$ cat src/rtl/conv_enc_322_feeder_pkg.sv
// Shared constants for the rate-2/3, 8-state (3,2,2) encoder feeding eVITERBI_322.
// The decoder derives its branch labels from the same tap masks.
package conv_enc_322_feeder_pkg;

   localparam int N = 3;   // coded bits per symbol
   localparam int K = 2;   // info bits per symbol

   // Tap masks over {u1,u0,s2,s1,s0}
   localparam logic [4:0] G2 = 5'b11011;
   localparam logic [4:0] G1 = 5'b01110;
   localparam logic [4:0] G0 = 5'b10101;

   localparam logic [3:0] WARMUP_SYMS = 4'd9;
   localparam logic [3:0] HOLD_WARM   = 4'd3;
   localparam logic [3:0] HOLD_STEADY = 4'd13;
   localparam logic [1:0] TAIL_LEN    = 2'd2;
   localparam logic [3:0] SYM_SAT     = 4'd10;   // WARMUP_SYMS + 1

   // Feeder FSM encoding
   localparam logic [1:0] ST_IDLE = 2'd0;
   localparam logic [1:0] ST_HOLD = 2'd1;
   localparam logic [1:0] ST_TAIL = 2'd2;
   localparam logic [1:0] ST_DONE = 2'd3;

   function automatic logic parity5(input logic [4:0] v);
      return ^v;
   endfunction

   // Coded symbol for info pair u leaving trellis state s = {s2,s1,s0}
   function automatic logic [2:0] encode_sym(input logic [1:0] u, input logic [2:0] s);
      logic [4:0] v;
      v = {u, s};
      return {parity5(G2 & v), parity5(G1 & v), parity5(G0 & v)};
   endfunction

   // The first WARMUP_SYMS symbols only need the ACS cadence; later ones cover traceback
   function automatic logic [3:0] hold_for(input logic [3:0] sym);
      if (sym <= WARMUP_SYMS) begin
         return HOLD_WARM;
      end else begin
         return HOLD_STEADY;
      end
   endfunction

endpackage

$ cat src/rtl/conv_enc_322_core.sv
// Encoder core: 3-bit trellis state plus the registered coded symbol.
// load advances the trellis by one pair; clr returns it to state 0 with Rx=0.
module conv_enc_322_core
   import conv_enc_322_feeder_pkg::*;
(
   input  logic         clock,
   input  logic         reset,
   input  logic         clr,
   input  logic         load,
   input  logic [K-1:0] u,
   output logic [N-1:0] rx
);

   logic [2:0]   state_r;
   logic [N-1:0] rx_r;

   // Symbol is computed from the current state; the state advances on the same edge
   always_ff @(posedge clock or negedge reset) begin
      if (!reset) begin
         state_r <= 3'b000;
         rx_r    <= 3'b000;
      end else if (clr) begin
         state_r <= 3'b000;
         rx_r    <= 3'b000;
      end else if (load) begin
         rx_r    <= encode_sym(u, state_r);
         state_r <= {u[1], state_r[0], u[0]};
      end else begin
         state_r <= state_r;
         rx_r    <= rx_r;
      end
   end

   assign rx = rx_r;

endmodule

$ cat src/rtl/conv_enc_322_feeder.sv
// Feeder for eVITERBI_322: accepts info pairs over valid/ready, holds each coded
// symbol for the decoder's cadence and flushes the trellis with zero tail pairs.
module conv_enc_322_feeder
   import conv_enc_322_feeder_pkg::*;
(
   input  logic         clock,
   input  logic         reset,
   input  logic         in_valid,
   input  logic [K-1:0] in_bits,
   input  logic         in_last,
   output logic         in_ready,
   output logic [N-1:0] Rx,
   output logic         seq_ready,
   output logic         underrun
);

   logic [1:0] state_r;
   logic [3:0] hold_cnt_r;
   logic [1:0] tail_cnt_r;
   logic [3:0] sym_cnt_r;
   logic       last_taken_r;
   logic       seq_ready_r;
   logic       underrun_r;
   logic       in_ready_r;

   logic [1:0]   state_nxt_s;
   logic [3:0]   hold_nxt_s;
   logic [1:0]   tail_nxt_s;
   logic [3:0]   sym_nxt_s;
   logic [3:0]   sym_inc_s;
   logic         last_nxt_s;
   logic         seq_nxt_s;
   logic         underrun_nxt_s;
   logic         in_ready_nxt_s;
   logic         accept_s;
   logic         load_s;
   logic         clr_s;
   logic [K-1:0] u_s;

   conv_enc_322_core u_core (
      .clock (clock),
      .reset (reset),
      .clr   (clr_s),
      .load  (load_s),
      .u     (u_s),
      .rx    (Rx)
   );

   // Next-state decode for the FSM, counters and handshake
   always_comb begin
      state_nxt_s    = state_r;
      hold_nxt_s     = hold_cnt_r;
      tail_nxt_s     = tail_cnt_r;
      sym_nxt_s      = sym_cnt_r;
      last_nxt_s     = last_taken_r;
      seq_nxt_s      = seq_ready_r;
      underrun_nxt_s = underrun_r;
      load_s         = 1'b0;
      clr_s          = 1'b0;
      u_s            = 2'b00;
      accept_s       = in_valid & in_ready_r;
      if (sym_cnt_r >= SYM_SAT) begin
         sym_inc_s = sym_cnt_r;
      end else begin
         sym_inc_s = sym_cnt_r + 4'd1;
      end

      case (state_r)
         ST_IDLE: begin
            if (accept_s) begin
               load_s      = 1'b1;
               u_s         = in_bits;
               seq_nxt_s   = 1'b1;
               sym_nxt_s   = 4'd1;
               hold_nxt_s  = hold_for(4'd1);
               last_nxt_s  = in_last;
               state_nxt_s = ST_HOLD;
            end else begin
               state_nxt_s = ST_IDLE;
            end
         end
         ST_HOLD: begin
            if (hold_cnt_r > 4'd1) begin
               hold_nxt_s = hold_cnt_r - 4'd1;
            end else if (last_taken_r) begin
               // Frame data exhausted: start flushing with zero pairs
               load_s      = 1'b1;
               u_s         = 2'b00;
               tail_nxt_s  = TAIL_LEN - 2'd1;
               sym_nxt_s   = sym_inc_s;
               hold_nxt_s  = hold_for(sym_inc_s);
               state_nxt_s = ST_TAIL;
            end else if (accept_s) begin
               load_s     = 1'b1;
               u_s        = in_bits;
               sym_nxt_s  = sym_inc_s;
               hold_nxt_s = hold_for(sym_inc_s);
               last_nxt_s = in_last;
            end else begin
               // Source starved mid-frame: keep Rx and wait with ready held high
               underrun_nxt_s = 1'b1;
               hold_nxt_s     = 4'd1;
            end
         end
         ST_TAIL: begin
            if (hold_cnt_r > 4'd1) begin
               hold_nxt_s = hold_cnt_r - 4'd1;
            end else if (tail_cnt_r != 2'd0) begin
               load_s     = 1'b1;
               u_s        = 2'b00;
               tail_nxt_s = tail_cnt_r - 2'd1;
               sym_nxt_s  = sym_inc_s;
               hold_nxt_s = hold_for(sym_inc_s);
            end else begin
               // Last tail symbol expired: drop the frame on this edge
               clr_s       = 1'b1;
               seq_nxt_s   = 1'b0;
               sym_nxt_s   = 4'd0;
               hold_nxt_s  = 4'd0;
               last_nxt_s  = 1'b0;
               state_nxt_s = ST_DONE;
            end
         end
         ST_DONE: begin
            clr_s       = 1'b1;
            seq_nxt_s   = 1'b0;
            sym_nxt_s   = 4'd0;
            state_nxt_s = ST_IDLE;
         end
         default: begin
            clr_s       = 1'b1;
            seq_nxt_s   = 1'b0;
            sym_nxt_s   = 4'd0;
            hold_nxt_s  = 4'd0;
            tail_nxt_s  = 2'd0;
            last_nxt_s  = 1'b0;
            state_nxt_s = ST_IDLE;
         end
      endcase

      // Ready is registered, so derive it from the state being entered
      if (state_nxt_s == ST_IDLE) begin
         in_ready_nxt_s = 1'b1;
      end else if ((state_nxt_s == ST_HOLD) && (hold_nxt_s == 4'd1) && !last_nxt_s) begin
         in_ready_nxt_s = 1'b1;
      end else begin
         in_ready_nxt_s = 1'b0;
      end
   end

   // Control and status registers
   always_ff @(posedge clock or negedge reset) begin
      if (!reset) begin
         state_r      <= ST_IDLE;
         hold_cnt_r   <= 4'd0;
         tail_cnt_r   <= 2'd0;
         sym_cnt_r    <= 4'd0;
         last_taken_r <= 1'b0;
         seq_ready_r  <= 1'b0;
         underrun_r   <= 1'b0;
         in_ready_r   <= 1'b0;
      end else begin
         state_r      <= state_nxt_s;
         hold_cnt_r   <= hold_nxt_s;
         tail_cnt_r   <= tail_nxt_s;
         sym_cnt_r    <= sym_nxt_s;
         last_taken_r <= last_nxt_s;
         seq_ready_r  <= seq_nxt_s;
         underrun_r   <= underrun_nxt_s;
         in_ready_r   <= in_ready_nxt_s;
      end
   end

   assign in_ready  = in_ready_r;
   assign seq_ready = seq_ready_r;
   assign underrun  = underrun_r;

endmodule

$ cat config.mk
export PLATFORM = sky130hd
export DESIGN_NAME = conv_enc_322_feeder
export DESIGN_NICKNAME = d
export VERILOG_FILES = /design/src/rtl/conv_enc_322_feeder_pkg.sv /design/src/rtl/conv_enc_322_core.sv /design/src/rtl/conv_enc_322_feeder.sv
export SDC_FILE = /design/constraint.sdc
export NUM_CORES = 1
export LEC_CHECK = 0
export CORE_ASPECT_RATIO = 0.8
export CORE_UTILIZATION = 30
export DETAILED_ROUTE_END_ITERATION = 6
export PLACE_DENSITY = 0.59
export SLEW_MARGIN = 20
export SYNTH_ARGS = -nofsm -noshare
export SYNTH_HDL_FRONTEND = slang
export SYNTH_SLANG_ARGS = --single-unit
$ cat constraint.sdc
create_clock -name clock -period 2.25 [get_ports clock]
set_input_delay 0.3375 -clock clock [delete_from_list [all_inputs] [get_ports clock]]
set_output_delay 0.3375 -clock clock [all_outputs]
set_load 0.01 [all_outputs]
* After elaboration in Yosys (flattened, before gate mapping)
Cells that the tools add are included.
** Word-level totals
- Flip-flop bits (word level) :: 22
- Output and inout bits :: 6
- Logic and storage cells :: 105
** Operators by class
- Add/subtract/negate cells :: 3
- Order comparisons :: 3
- Eq/ne operators :: 12
- Mux-type cells :: 57
- Bitwise logic cells :: 4
- Reductions and logical operators :: 16
** Operator list (count)
- $mux W4 :: 14
- $mux W2 :: 11
- $mux W1 :: 19
- $pmux W4 S4 :: 1
- $reduce_xor A5 Y1 :: 3
- $mux W3 :: 4
- $ne A2 B2 Y1 const B :: 6
- $pmux W4 S3 :: 1
- $reduce_and A4 Y1 :: 3
- $pmux W1 S3 :: 3
- $pmux W2 S2 :: 2
- $pmux W2 S4 :: 1
- $reduce_bool A2 Y1 :: 3
- $reduce_and A5 Y1 :: 1
- $add A4 B1 Y4 const B :: 1
- $eq A2 B1 Y1 const B :: 2
- $eq A2 B2 Y1 const B :: 2
- $eq A4 B1 Y1 const B :: 1
- $ge A4 B4 Y1 const B :: 1
- $gt A4 B1 Y1 const B :: 1
- $le A4 B4 Y1 const B :: 1
- $logic_not A2 Y1 :: 2
- $sub A4 B1 Y4 const B :: 1
- $ne A3 B3 Y1 const B :: 1
- 7 further kinds :: 10

* Depth between registers and ports, before layout
- Depth in word-level cells :: 13
- Depth in mapped cells :: 9
- Mapped depth without buffers :: 8

* Hierarchy
Synthesis repeated with hierarchy kept, for this count alone.
** Unflattened totals
- Cell total of the unflattened synthesis :: 165
- Area, all modules :: 1458.9 um^2
** By module, submodules not included
- conv_enc_322_feeder :: instances 1, cells each 138, area each 1168.6 um^2
- conv_enc_322_core :: instances 1, cells each 27, area each 290.3 um^2

* Least setup slack after synthesis
OpenSTA, ideal clock, no wires.
- Path type :: register to register
- Start point :: register state_r[0]
- End point :: register in_ready_r (netlist: in_ready)
- Library setup time :: 0.096 ns
- Arrival :: 1.734 ns
- Data required time :: 2.154 ns
- Slack :: 0.421 ns
- Stages on the path, launching flop included :: 10
- Buffers on the path :: 1
- Path through :: dfrtp_1 -> inv_1 -> ha_1 -> buf_2 -> a21boi_1 -> o21ai_0 -> o21ai_1 -> o32ai_1 -> o2111ai_1 -> o32ai_2
** Between the ends
- Word-level cells in the longest chain between the ends :: 8
- Elaborated cells on any way between the ends :: 19
- Those cells by class :: eq/ne (5); mux (9); reduce/logical (5)
** Ends and longest elaborated chain
- start, declared :: RTL line conv_enc_322_feeder.sv:17 : logic [1:0] state_r;
- start signal, assigned :: RTL line conv_enc_322_feeder.sv:163 : state_r <= state_nxt_s;
- $mux W2, on equally long branches :: RTL line conv_enc_322_feeder.sv:108, conv_enc_322_feeder.sv:85
- $mux W2, on equally long branches :: RTL line conv_enc_322_feeder.sv:106, conv_enc_322_feeder.sv:83
- $pmux W2 S4 :: RTL line conv_enc_322_feeder.sv:68 : case (state_r)
- $eq A2 B1 Y1 :: RTL line conv_enc_322_feeder.sv:144 : end else if ((state_nxt_s == ST_HOLD) && (hold_nxt_s == 4'd1) && !last_nxt_s) begin
- $logic_and A1 B1 Y1 (2 in a row) :: RTL line conv_enc_322_feeder.sv:144
- $mux W1 :: RTL line conv_enc_322_feeder.sv:144
- $mux W1 (*) :: RTL line conv_enc_322_feeder.sv:142 : if (state_nxt_s == ST_IDLE) begin
- via in_ready_nxt_s :: RTL line conv_enc_322_feeder.sv:34 : logic in_ready_nxt_s;
- end signal, assigned :: RTL line conv_enc_322_feeder.sv:170 : in_ready_r <= in_ready_nxt_s;
- end, declared :: RTL line conv_enc_322_feeder.sv:24 : logic in_ready_r;
Mark *: on every way through the listed nets, which the timed path passes. The rest lies on a longest branch.
A chain may end at the register's enable or synchronous reset.

* Worst setup path in the final report
Same ends and word-level chain as after synthesis.

==> impl_results.md <==
- ANT cells: 0
- Number of port buffers: 11
- Max-Cap Viols: 0
- Top cells by count, synth: nand2_1, dfrtp_1, inv_1
- Die X-Extent: roughly 82 um
- Top-area cell type share of the netlist area: 0.356
- Reg2reg path depth: 8
- Core Area: 4760 um^2
- Area Growth Syn to Fin: 17.9%
- Total Routing Usage GR: 0.152
- DRC Markers: 0
- Final #Nets: between 200 and 250
- Worst R2R Start: state_r[0]
- Via Count: 1,332
- Hold Fails Final Rpt: 0
- Post-synth EDFFs: 0
- CP max stage cell: dfrtp_1
- Crit path DAT: approximately 2.3 ns
- Post-DRT Antenna Nets: 0
- Worst Path Max Fanout: 9
- Fraction of layout cells with a size suffix above 1: 0.140
- WP data required: about 2.4 ns
- Vias/cell: roughly 5.3
- CTS tree: yes
- Setup crit start kind: flop
- CTS max path bufs: 2
- FF+latch count, synth: 22
- Clock skew: approximately 0.0031 ns
- Crit path cell chain: inv_1 > ha_1 > a21boi_2 > o21ai_0 > o31ai_1 > a31oi_2 > o2111ai_1 > o32ai_2
- Clock Sinks: 22
- Average size of a mapped cell: between 8 and 9 um^2
- Crit path capture type: flop
- Final slew viol count: 0
- Crit path kind: reg2reg
- Synth Net Count: around 190
- CTS root buf: clkbuf_8
- Async set-or-reset flop fraction in the synthesized netlist: 1.00
- Die height: approximately 66 um
- Cell Pwr Density: 1370 nW/um^2
- GPL Wtd Cong: approximately 0.90
- Area contributors post-synth: dfrtp_1, ha_1, nand2_1, inv_1, a21oi_1
- Number of global-route vias before repair: around 1.2k
- Status: complete, no violations
- Slew margin rel.: 0.695
- Detail Placement HPWL: roughly 2700 um
- Reg clk slew, reported paths: around 0.070 ns
- Critical Path Max Stage Delay: between 0.4 and 0.5 ns
- Initial Util: 0.325
- CTS Buf Count: 3
- Tightest Pin Transition: approximately 0.46 ns
- Gr ovfl total: 0
- Pre-antenna DRT Iters: 4
- Seq/Total Area, Yosys: 0.356
- Top-count cell post-synth: nand2_1
- Distinct cell type count after synthesis: 50
- Initial antenna violation count: 0
- Number of buffers inserted by hold repair at cts: 0
- Finish-stage setup viols: 0
- Detailed Route WL: between 3000 and 4000 um
- Post-synth top area cell: dfrtp_1
- Leak Pwr: 0.799 nW
- Top FF cell, synth: dfrtp_1
- Num rows: 22
- Die area: ~5500 um^2
- Worst Setup SP: state_r[0]
- Clock Latency Late Sink: 0.26 ns
- Iteration-0 DRC Markers: between 150 and 200
- Mapped Area: roughly 1500 um^2
- Fin util: 0.383
- Syn Inst Count: about 180
- Largest net degree at the start of global routing: 23
- Routed len/inst: 14.1 um
- VDD IR max: slightly above 0.6 mV
- Hold slack: 0.421 ns
- IO Count: 12
- Final worst path period share: 0.945
- First-pass GRT wire length: approximately 6000 um
- HP Class: in2async
- Yosys warning count: 0
- Final period demand of the worst path: around 2.1 ns
- H-tree depth: 1
- F_max: ~470 MHz
-- layer usage --
| metal | vias to the layer above | track usage | part of all wire |
|---|---|---|---|
| li1 | 662 | - | - |
| met1 | 628 | 0.247 | 0.52 |
| met2 | 40 | 0.188 | 0.41 |
| met3 | 2 | 0.0331 | 0.066 |
| met4 | 0 | 0.0439 | 0.0059 |
| met5 | - | 0 | 0 |
-- sequential cells by signal, indices dropped and copies added, names as in the netlist --
| name | count |
|---|---|
| hold_cnt_r | 4 |
| sym_cnt_r | 4 |
| u_core.rx | 3 |
| u_core.state_r | 3 |
| state_r | 2 |
| tail_cnt_r | 2 |
| in_ready | 1 |
| last_taken_r | 1 |
| seq_ready | 1 |
| underrun | 1 |
-- cells in the final DEF, fill, tap and decap left out, drive strengths merged, types with 2 or more instances in the layout --
master,count
dfrtp,22
xor2,4
o32ai,3
a31oi,6
a21o,2
mux2,2
nor2,12
o31ai,6
inv,14
nand3,5
nand4b,2
clkbuf,3
o22ai,3
o21ai,18
buf,7
ha,9
nor3,3
xnor2,3
a21oi,10
nand2,25
or2,3
a21boi,4
clkdlybuf4s50,11
-- metrics by stage --
| step | setup TNS, ns | total power, W | area [um^2] | setup slack [ns] | std cells |
|---|---|---|---|---|---|
| 3_3_place_gp | 0 | 0.00223 | 1770 | 0.0553 | 250 |
| 5_1_grt | -0.0120 | 0.00272 | 1820 | -0.0120 | 253 |
| 2_1_floorplan | 0 | 0.00179 | 1550 | 0.421 | 176 |
| 3_5_place_dp | 0 | 0.00222 | 1770 | 0.0952 | 250 |
| 6_report | 0 | 0.00250 | 1820 | 0.123 | 253 |
| 4_1_cts | 0 | 0.00248 | 1810 | 0.113 | 253 |
-- final timing paths --
path                       slack (ns)                 to
setup / recovery                 0.12           in_ready
hold / removal                   0.42       u_core.rx[0]
setup reg to reg                 0.12           in_ready
hold reg to reg                  0.48       u_core.rx[0]
max in group asynchronous        1.61  u_core.state_r[1]
min in group clock               0.48       u_core.rx[0]
-- critical path, delay by kind of cell (launching register included) --
kind                       cells  cell delay, ns
buffers and inverters          1            0.08
AOI/OAI and AO/OA              6            1.23
adders and majority gates      1            0.32
DFF                            1            0.41
-- logic make-up (layout without fill, tap and decap cells) --
family / count (synthesis) / in the layout / synth area share
AO/OA/AOI/OAI: 63 / 63 / 0.289
XOR/XNOR: 7 / 7 / 0.0445
adder cells (fa/ha/maj): 9 / 9 / 0.0728
buffers and inverters: 18 / 35 / 0.0453
flip-flops: 22 / 22 / 0.356
multiplexers: 3 / 3 / 0.0210
AND/OR/NAND/NOR: 54 / 54 / 0.171
-- power breakdown --
group / switching, W / internal, W
Combinational: 0.000926 / 0.000670
Clock: 0.000117 / 0.000119
Sequential: 0.000140 / 0.000532
Total: 0.00118 / 0.00132
-- what timing repair did --
item | 4_1_cts | 5_1_grt
resized for setup | 0 | 3
buffers inserted | 0 | 0
endpoints found under the setup margin | 0 | 7
-- cell type report --
class	count	area (um^2)
well taps	60	75.1
flip-flops and latches	22	551
repair buffers	18	163
fillers	483	2940
multi-input cells	136	942
clock buffers	3	41.3
inverters	14	52.6
No activity file was read; power rests on OpenSTA's default activity.
